===== src/rtl/ps2_scancode_decoder_pkg.sv =====
// Shared constants for the PS/2 scan-code decoder: prefix/ignore bytes,
// FSM encoding and key-event field layout.
package ps2_pkg;

    localparam logic [7:0] PS2_EXT    = 8'hE0;
    localparam logic [7:0] PS2_BRK    = 8'hF0;
    localparam logic [7:0] PS2_PAUSE  = 8'hE1;
    localparam logic [7:0] PS2_ACK    = 8'hFA;
    localparam logic [7:0] PS2_BAT    = 8'hAA;
    localparam logic [7:0] PS2_ECHO   = 8'hEE;
    localparam logic [7:0] PS2_RESEND = 8'hFE;

    localparam int EV_W   = 10;
    localparam int EV_REL = 9;
    localparam int EV_EXT = 8;

    typedef enum logic [2:0] {
        ST_IDLE,
        ST_EXT,
        ST_BRK,
        ST_EXT_BRK,
        ST_SKIP
    } ps2_state_t;

    // Keyboard status/handshake bytes that never form part of a key code.
    function automatic logic is_ignored(input logic [7:0] b);
        return b inside {PS2_ACK, PS2_BAT, PS2_ECHO, PS2_RESEND, 8'h00, 8'hFF};
    endfunction

endpackage


===== src/rtl/ps2_scancode_decoder_if.sv =====
// Key-event stream from the decoder to the memory controller (valid/ready).
interface ps2_scancode_decoder_if;

    logic                     ev_valid;
    logic [ps2_pkg::EV_W-1:0] ev_data;
    logic                     ev_ready;

    modport master (output ev_valid, output ev_data, input ev_ready);
    modport slave  (input ev_valid, input ev_data, output ev_ready);

endinterface


===== src/rtl/ps2_event_fifo.sv =====
// First-word-fall-through event FIFO with sticky overflow flag.
module ps2_event_fifo #(
    parameter int DEPTH = 8,
    parameter int W     = 10
) (
    input  logic         clk,
    input  logic         reset_n,
    input  logic         wr_en,
    input  logic [W-1:0] wr_data,
    output logic         rd_valid,
    output logic [W-1:0] rd_data,
    input  logic         rd_ready,
    output logic         ovf,
    input  logic         ovf_clr
);

    localparam int AW = $clog2(DEPTH);
    localparam logic [AW:0] FULL_CNT = (AW+1)'(DEPTH);

    logic [W-1:0]  mem [DEPTH];
    logic [AW-1:0] wr_ptr, rd_ptr;
    logic [AW:0]   count;
    logic          full, pop, push;

    assign full     = (count == FULL_CNT);
    assign rd_valid = (count != '0);
    assign pop      = rd_valid && rd_ready;
    // A pop on the same edge frees the slot, so a full FIFO can still accept.
    assign push     = wr_en && (!full || pop);
    assign rd_data  = rd_valid ? mem[rd_ptr] : '0;

    always_ff @(posedge clk) begin
        if (push) mem[wr_ptr] <= wr_data;
    end

    always_ff @(posedge clk) begin
        if (!reset_n) begin
            wr_ptr <= '0;
            rd_ptr <= '0;
            count  <= '0;
            ovf    <= 1'b0;
        end else begin
            if (push) wr_ptr <= wr_ptr + 1'b1;
            if (pop)  rd_ptr <= rd_ptr + 1'b1;
            case ({push, pop})
                2'b10:   count <= count + 1'b1;
                2'b01:   count <= count - 1'b1;
                default: count <= count;
            endcase
            if (wr_en && full && !pop) ovf <= 1'b1;
            else if (ovf_clr)          ovf <= 1'b0;
        end
    end

endmodule


===== src/rtl/ps2_scancode_decoder.sv =====
// Turns a stream of PS/2 scan-code bytes into {release, extended, code}
// key events, buffered in a FWFT FIFO for the memory controller.
module ps2_scancode_decoder
    import ps2_pkg::*;
#(
    parameter int FIFO_DEPTH = 8,
    parameter int PAUSE_SKIP = 7
) (
    input  logic                          clk,
    input  logic                          reset_n,
    input  logic                          scan_valid,
    input  logic [7:0]                    scan_data,
    ps2_scancode_decoder_if.master        ev,
    output logic                          ovf,
    input  logic                          ovf_clr,
    output logic                          proto_err,
    output logic [7:0]                    last_code
);

    localparam int SKW = (PAUSE_SKIP < 2) ? 1 : $clog2(PAUSE_SKIP + 1);
    localparam logic [SKW-1:0] SKIP_LOAD = SKW'(PAUSE_SKIP);
    localparam logic [SKW-1:0] SKIP_ONE  = SKW'(1);

    ps2_state_t      state_q, state_d;
    logic [SKW-1:0]  skip_q, skip_d;
    logic            emit, perr_d;
    logic [EV_W-1:0] ev_d;

    always_comb begin
        state_d = state_q;
        skip_d  = skip_q;
        emit    = 1'b0;
        perr_d  = 1'b0;
        ev_d    = '0;
        if (scan_valid) begin
            if (state_q == ST_SKIP) begin
                // Rest of the Pause sequence: count bytes blindly, whatever they are.
                skip_d = skip_q - 1'b1;
                if (skip_q <= SKIP_ONE) state_d = ST_IDLE;
            end else if (!is_ignored(scan_data)) begin
                case (scan_data)
                    PS2_PAUSE: begin
                        perr_d  = (state_q != ST_IDLE);
                        state_d = ST_SKIP;
                        skip_d  = SKIP_LOAD;
                    end
                    PS2_EXT: begin
                        perr_d  = (state_q != ST_IDLE);
                        state_d = ST_EXT;
                    end
                    PS2_BRK: begin
                        case (state_q)
                            ST_IDLE: state_d = ST_BRK;
                            ST_EXT:  state_d = ST_EXT_BRK;
                            default: perr_d  = 1'b1;
                        endcase
                    end
                    default: begin
                        emit         = 1'b1;
                        ev_d[EV_REL] = (state_q == ST_BRK) || (state_q == ST_EXT_BRK);
                        ev_d[EV_EXT] = (state_q == ST_EXT) || (state_q == ST_EXT_BRK);
                        ev_d[7:0]    = scan_data;
                        state_d      = ST_IDLE;
                    end
                endcase
            end
        end
    end

    always_ff @(posedge clk) begin
        if (!reset_n) begin
            state_q   <= ST_IDLE;
            skip_q    <= '0;
            proto_err <= 1'b0;
            last_code <= 8'h00;
        end else begin
            state_q   <= state_d;
            skip_q    <= skip_d;
            proto_err <= perr_d;
            if (emit && !ev_d[EV_REL]) last_code <= scan_data;
        end
    end

    ps2_event_fifo #(
        .DEPTH (FIFO_DEPTH),
        .W     (EV_W)
    ) u_fifo (
        .clk      (clk),
        .reset_n  (reset_n),
        .wr_en    (emit),
        .wr_data  (ev_d),
        .rd_valid (ev.ev_valid),
        .rd_data  (ev.ev_data),
        .rd_ready (ev.ev_ready),
        .ovf      (ovf),
        .ovf_clr  (ovf_clr)
    );

endmodule


===== src/flat_wrapper.sv =====
// flat-port wrapper written by rule: the top's interface ports become plain ports
module ps2_scancode_decoder_flat import ps2_pkg::*;
#(
    parameter int FIFO_DEPTH = 8,
    parameter int PAUSE_SKIP = 7
)
  (clk, reset_n, scan_valid, scan_data, ovf, ovf_clr, proto_err, last_code, ev_ev_valid, ev_ev_data, ev_ev_ready);
  ps2_scancode_decoder_if ev_i ();
  input  logic clk;
  input  logic reset_n;
  input  logic scan_valid;
  input  logic [7:0] scan_data;
  output logic ovf;
  input  logic ovf_clr;
  output logic proto_err;
  output logic [7:0] last_code;
  output wire logic [$bits(ev_i.ev_valid)-1:0] ev_ev_valid;
  output wire logic [$bits(ev_i.ev_data)-1:0] ev_ev_data;
  input wire logic [$bits(ev_i.ev_ready)-1:0] ev_ev_ready;
  assign ev_ev_valid = ev_i.ev_valid;
  assign ev_ev_data = ev_i.ev_data;
  assign ev_i.ev_ready = ev_ev_ready;
  ps2_scancode_decoder #(.FIFO_DEPTH(FIFO_DEPTH), .PAUSE_SKIP(PAUSE_SKIP)) u_core (.clk(clk), .reset_n(reset_n), .scan_valid(scan_valid), .scan_data(scan_data), .ev(ev_i), .ovf(ovf), .ovf_clr(ovf_clr), .proto_err(proto_err), .last_code(last_code));
endmodule

===== config.mk =====
export PLATFORM = sky130hd
export DESIGN_NAME = ps2_scancode_decoder_flat
export DESIGN_NICKNAME = d
export VERILOG_FILES = /design/src/rtl/ps2_scancode_decoder_pkg.sv /design/src/rtl/ps2_scancode_decoder_if.sv /design/src/rtl/ps2_event_fifo.sv /design/src/rtl/ps2_scancode_decoder.sv /design/src/flat_wrapper.sv
export SDC_FILE = /design/constraint.sdc
export NUM_CORES = 1
export LEC_CHECK = 0
export CORE_MARGIN = 10
export CORE_UTILIZATION = 49
export CTS_BUF_LIST = sky130_fd_sc_hd__clkbuf_8
export DETAILED_ROUTE_END_ITERATION = 7
export GPL_ROUTABILITY_DRIVEN = 0
export PLACE_DENSITY = 0.71
export REMOVE_ABC_BUFFERS = 1
export SYNTH_ARGS = -nofsm -noshare
export SYNTH_HDL_FRONTEND = slang
export SYNTH_HIERARCHICAL = 1
export SYNTH_SLANG_ARGS = --single-unit

===== constraint.sdc =====
create_clock -name clk -period 3.5 [get_ports clk]
set_clock_uncertainty 0.15 [all_clocks]
set_input_delay 0.7 -clock clk [delete_from_list [all_inputs] [get_ports clk]]
set_output_delay 0.7 -clock clk [all_outputs]
set_load 0.1 [all_outputs]

==> impl_metrics.csv <==
group,metric,value,unit
outcome,result_of_the_run,"completed",
finish,layout-drive-gt1-share,27.3,%
power,peakVddDrop,499,uV
route,topRoutingLayerUsed,"met4",
yosys,sequential_element_share_of_the_synthesized_area,61.7,%
grt,grt_first_pass_wirelength,15.7,mm
route,routed-via-count,2931,
place,post_dp_cell_area,0.00561,mm2
finish,final.fill_count,759,
cts,tritoncts_clock_tree,"built",
route,drt_pass_1_iters,4,
cts,cts.repair_timing.setup_buffer_count,0,
setup_path,worst_path_max_delay_cell,"sky130_fd_sc_hd__or4_1",
sta,hold_ws,317,ps
setup_path,critical_path.startpoint_type,"primary input",
sta,max_clock_freq,0.306,GHz
yosys,synth_adder_area_share,1.29,%
setup_path,critical_path.max_stage_delay,500,ps
power,leakagePower,2.08,nW
setup_path,crit_required,3610,ps
grt,grt_start_max_net_pins,31,
yosys,synth_xor_area_share,1.45,%
place,hpwl_after_detailed_placement,6.54,mm
die,design.die.area,0.0142,mm2
yosys,ys_ff_latch,109,
route,routed_wire_length_per_instance,17.6,um
die,floorplan.rows,36,
cts,clkSlewWorstSetupHoldPaths,110,ps
cts,clock-sinks,109,
setup_path,path_cells,"clkdlybuf4s50_1 > buf_4 > nor4_4 > a21oi_1 > o21ai_2 > nor3_4 > nor2_2 > xnor2_1 > ha_1 > nor4b_1 > a32o_1 > or4_1",
die,fp.dieW,119,um
route,met3_length,327,um
yosys,synthMuxAreaShare,13.7,%
cts,worstSkewPairLatency,370,ps
route,routed-wl-met2,4.86,mm
finish,mostFrequentLayoutCell,"sky130_fd_sc_hd__edfxtp_1",
grt,overflow_left_after_global_routing,0,
sta,worst_pin_slew,1260,ps
sta,finalWorstPathRequiredPeriod,3270,ps
finish,post-route-cell-area,0.00582,mm2
grt,grt.total_usage,13.8,%
route,route.layer.met1.wl,4.12,mm
finish,fraction_of_the_core_area_covered_by_cells_at_the_end_of_the_flow,60.1,%
yosys,netlist-cell-type-count,57,
sta,unrepaired_setup_endpoints_after_global_routing,"false",
finish,antennaDiodeCount,0,
sta,finalMaxSlewViolations,0,
route,dr.first_iter.drc_count,197,
cts,cts-buffers-inserted,9,
finish,final_net_count,416,
yosys,syn_inst,333,
yosys,synth_simple_gate_area_share,12.7,%
cts,htree_num_levels,3,
route,routed_wirelength,9.45,mm
setup_path,end_kind,"register",
grt,antenna_violations_before_repair,0,
sta,setup_viol,0,
yosys,largest_family_of_logic_cells_by_synthesized_area,"multiplexers",
place,placement.io_buffers,33,
sta,fin_crit_sh,93.3,%
setup_path,cp.arrival,3380,ps
grt,first_global_vias,3054,
die,die_height,119,um
power,powerDensity,704,mW/mm2
die,start_util,49.9,%
cts,post_cts.resized_instances,0,
sta,slew-limit-headroom,15.5,%
yosys,synth_async_sr_flop_share,0,%
finish,areaGrowthSynthToFinish,20.5,%
finish,final_cell_mix,"80 x sky130_fd_sc_hd__edfxtp_1, 48 x sky130_fd_sc_hd__buf_4, 29 x sky130_fd_sc_hd__dfxtp_1",
sta,hold_violations,0,
run,drv_cap,0,
cts,number_of_buffers_inserted_for_hold_repair_after_clock_tree_synthesis,0,
yosys,ys_dominant_reg_cell,"sky130_fd_sc_hd__edfxtp_1",
yosys,yosys_warnings,6,
yosys,syn_area,0.00483,mm2
route,antenna_violating_nets_post_route,0,
place,pre_cts_slack,-184,ps
die,core_region_area,0.00968,mm2
yosys,average_size_of_a_mapped_cell,14.5,um2
cts,root_buffer_cell,"sky130_fd_sc_hd__clkbuf_8",
setup_path,timing.setup.critical_path_class,"primary input to register",
hold_path,min_path_type,"register to register",
cts,cts_buffer_depth,2,
route,drc,0,
route,routed_via_density,5.47,
die,num_io_pins,34,
sta,post-route-worst-setup-slack,235,ps
setup_path,path_max_fanout,7,
yosys,synth-edff-count,80,
yosys,synth-compound-area-share,6.89,%
==> cells by family (layout without fill, tap and decap cells) <==
family                   Yosys count  count (layout)
multiplexers                      41              41
adder cells (fa/ha/maj)            5               5
XOR/XNOR                           8               8
AO/OA/AOI/OAI                     39              39
flip-flops                       109             109
AND/OR/NAND/NOR                  106             106
buffers and inverters             25              95
==> per-layer routing <==
| layer | up-vias | global-route usage [%] |
|---|---|---|
| met5 | - | 0 |
| met4 | 0 | 5.13 |
| met3 | 12 | 2.83 |
| met2 | 49 | 23.3 |
| met1 | 1463 | 17.0 |
| li1 | 1407 | - |
==> registers in the layout (all words and copies together), names as in the netlist, named ones only <==
name and count:
u_core/u_fifo/mem 80, u_core/last_code 8, u_core/u_fifo/count 4, u_core/skip_q 3, u_core/state_q 3, u_core/u_fifo/rd_ptr 3, u_core/u_fifo/wr_ptr 3, u_core/proto_err 1
u_core/u_fifo/ovf 1
==> through the flow <==
step,cells,setup TNS (ps),power [W]
2_1_floorplan,317,-1210,0.00273
6_report,536,0,0.00410
5_1_grt,536,0,0.00427
3_3_place_gp,520,-128,0.00333
4_1_cts,536,0,0.00415
3_5_place_dp,520,-260,0.00335
==> synth_stat cells (2+ instances only) <==
library cell | count | area (um2)
sky130_fd_sc_hd__edfxtp_1 | 80 | 2400
sky130_fd_sc_hd__dfxtp_1 | 29 | 581
sky130_fd_sc_hd__nand2_1 | 23 | 86.3
sky130_fd_sc_hd__mux2i_1 | 21 | 210
sky130_fd_sc_hd__nor2_1 | 21 | 78.8
sky130_fd_sc_hd__mux4_2 | 20 | 450
sky130_fd_sc_hd__and2_1 | 10 | 62.6
sky130_fd_sc_hd__inv_1 | 9 | 33.8
sky130_fd_sc_hd__a21oi_1 | 8 | 40.0
sky130_fd_sc_hd__nor2b_1 | 8 | 50.1
sky130_fd_sc_hd__clkbuf_1 | 7 | 26.3
sky130_fd_sc_hd__nor3_1 | 7 | 35.0
sky130_fd_sc_hd__xnor2_1 | 7 | 61.3
sky130_fd_sc_hd__buf_2 | 6 | 30.0
sky130_fd_sc_hd__nand2b_1 | 6 | 37.5
sky130_fd_sc_hd__nand3_1 | 6 | 30.0
sky130_fd_sc_hd__ha_1 | 5 | 62.6
sky130_fd_sc_hd__o21ai_0 | 4 | 20.0
sky130_fd_sc_hd__and3_1 | 3 | 18.8
sky130_fd_sc_hd__nor4_1 | 3 | 18.8
sky130_fd_sc_hd__o211a_1 | 3 | 30.0
sky130_fd_sc_hd__o22ai_1 | 3 | 18.8
sky130_fd_sc_hd__a21boi_0 | 2 | 15.0
sky130_fd_sc_hd__a21o_1 | 2 | 15.0
sky130_fd_sc_hd__nand3b_1 | 2 | 15.0
sky130_fd_sc_hd__nand4_1 | 2 | 12.5
sky130_fd_sc_hd__nand4b_1 | 2 | 17.5
sky130_fd_sc_hd__o2111a_1 | 2 | 22.5
sky130_fd_sc_hd__o211ai_1 | 2 | 15.0
sky130_fd_sc_hd__o21ai_2 | 2 | 17.5
sky130_fd_sc_hd__o311ai_0 | 2 | 17.5
==> final cells by class <==
cell class,count,area (um2),share of cell area [%]
clock inverters,7,91.3,1.57
inverters,9,33.8,0.580
clock buffers,9,124,2.13
flip-flops and latches,109,2980,51.2
well taps,133,166,2.86
multi-input cells,199,1740,30.0
repair buffers,70,681,11.7
==> where the power goes <==
| group | switching (W) | internal (W) |
|---|---|---|
| Sequential | 0.0000611 | 0.00145 |
| Combinational | 0.00112 | 0.000663 |
| Clock | 0.000451 | 0.000348 |
==> critical path: cells and delay by family <==
kind,cells,cell delay [ps]
adder cells (fa/ha/maj),1,200
buffers and inverters,2,640
XOR/XNOR,1,130
AND/OR/NAND/NOR,5,1170
AO/OA/AOI/OAI,3,540
==> worst paths after layout <==
| check | start | slack [ps] | cells past startpoint | endpoint |
|---|---|---|---|---|
| setup / recovery | scan_data[2] | 230 | 12 | u_core/u_fifo/count[2] |
| hold / removal | u_core/last_code[7] | 320 | 2 | u_core/last_code[7] |
| setup reg to reg | u_core/state_q[2] | 800 | 8 | u_core/u_fifo/count[2] |
| hold reg to reg | u_core/last_code[7] | 320 | 2 | u_core/last_code[7] |
Note: power is estimated with default switching activity, not from simulation.
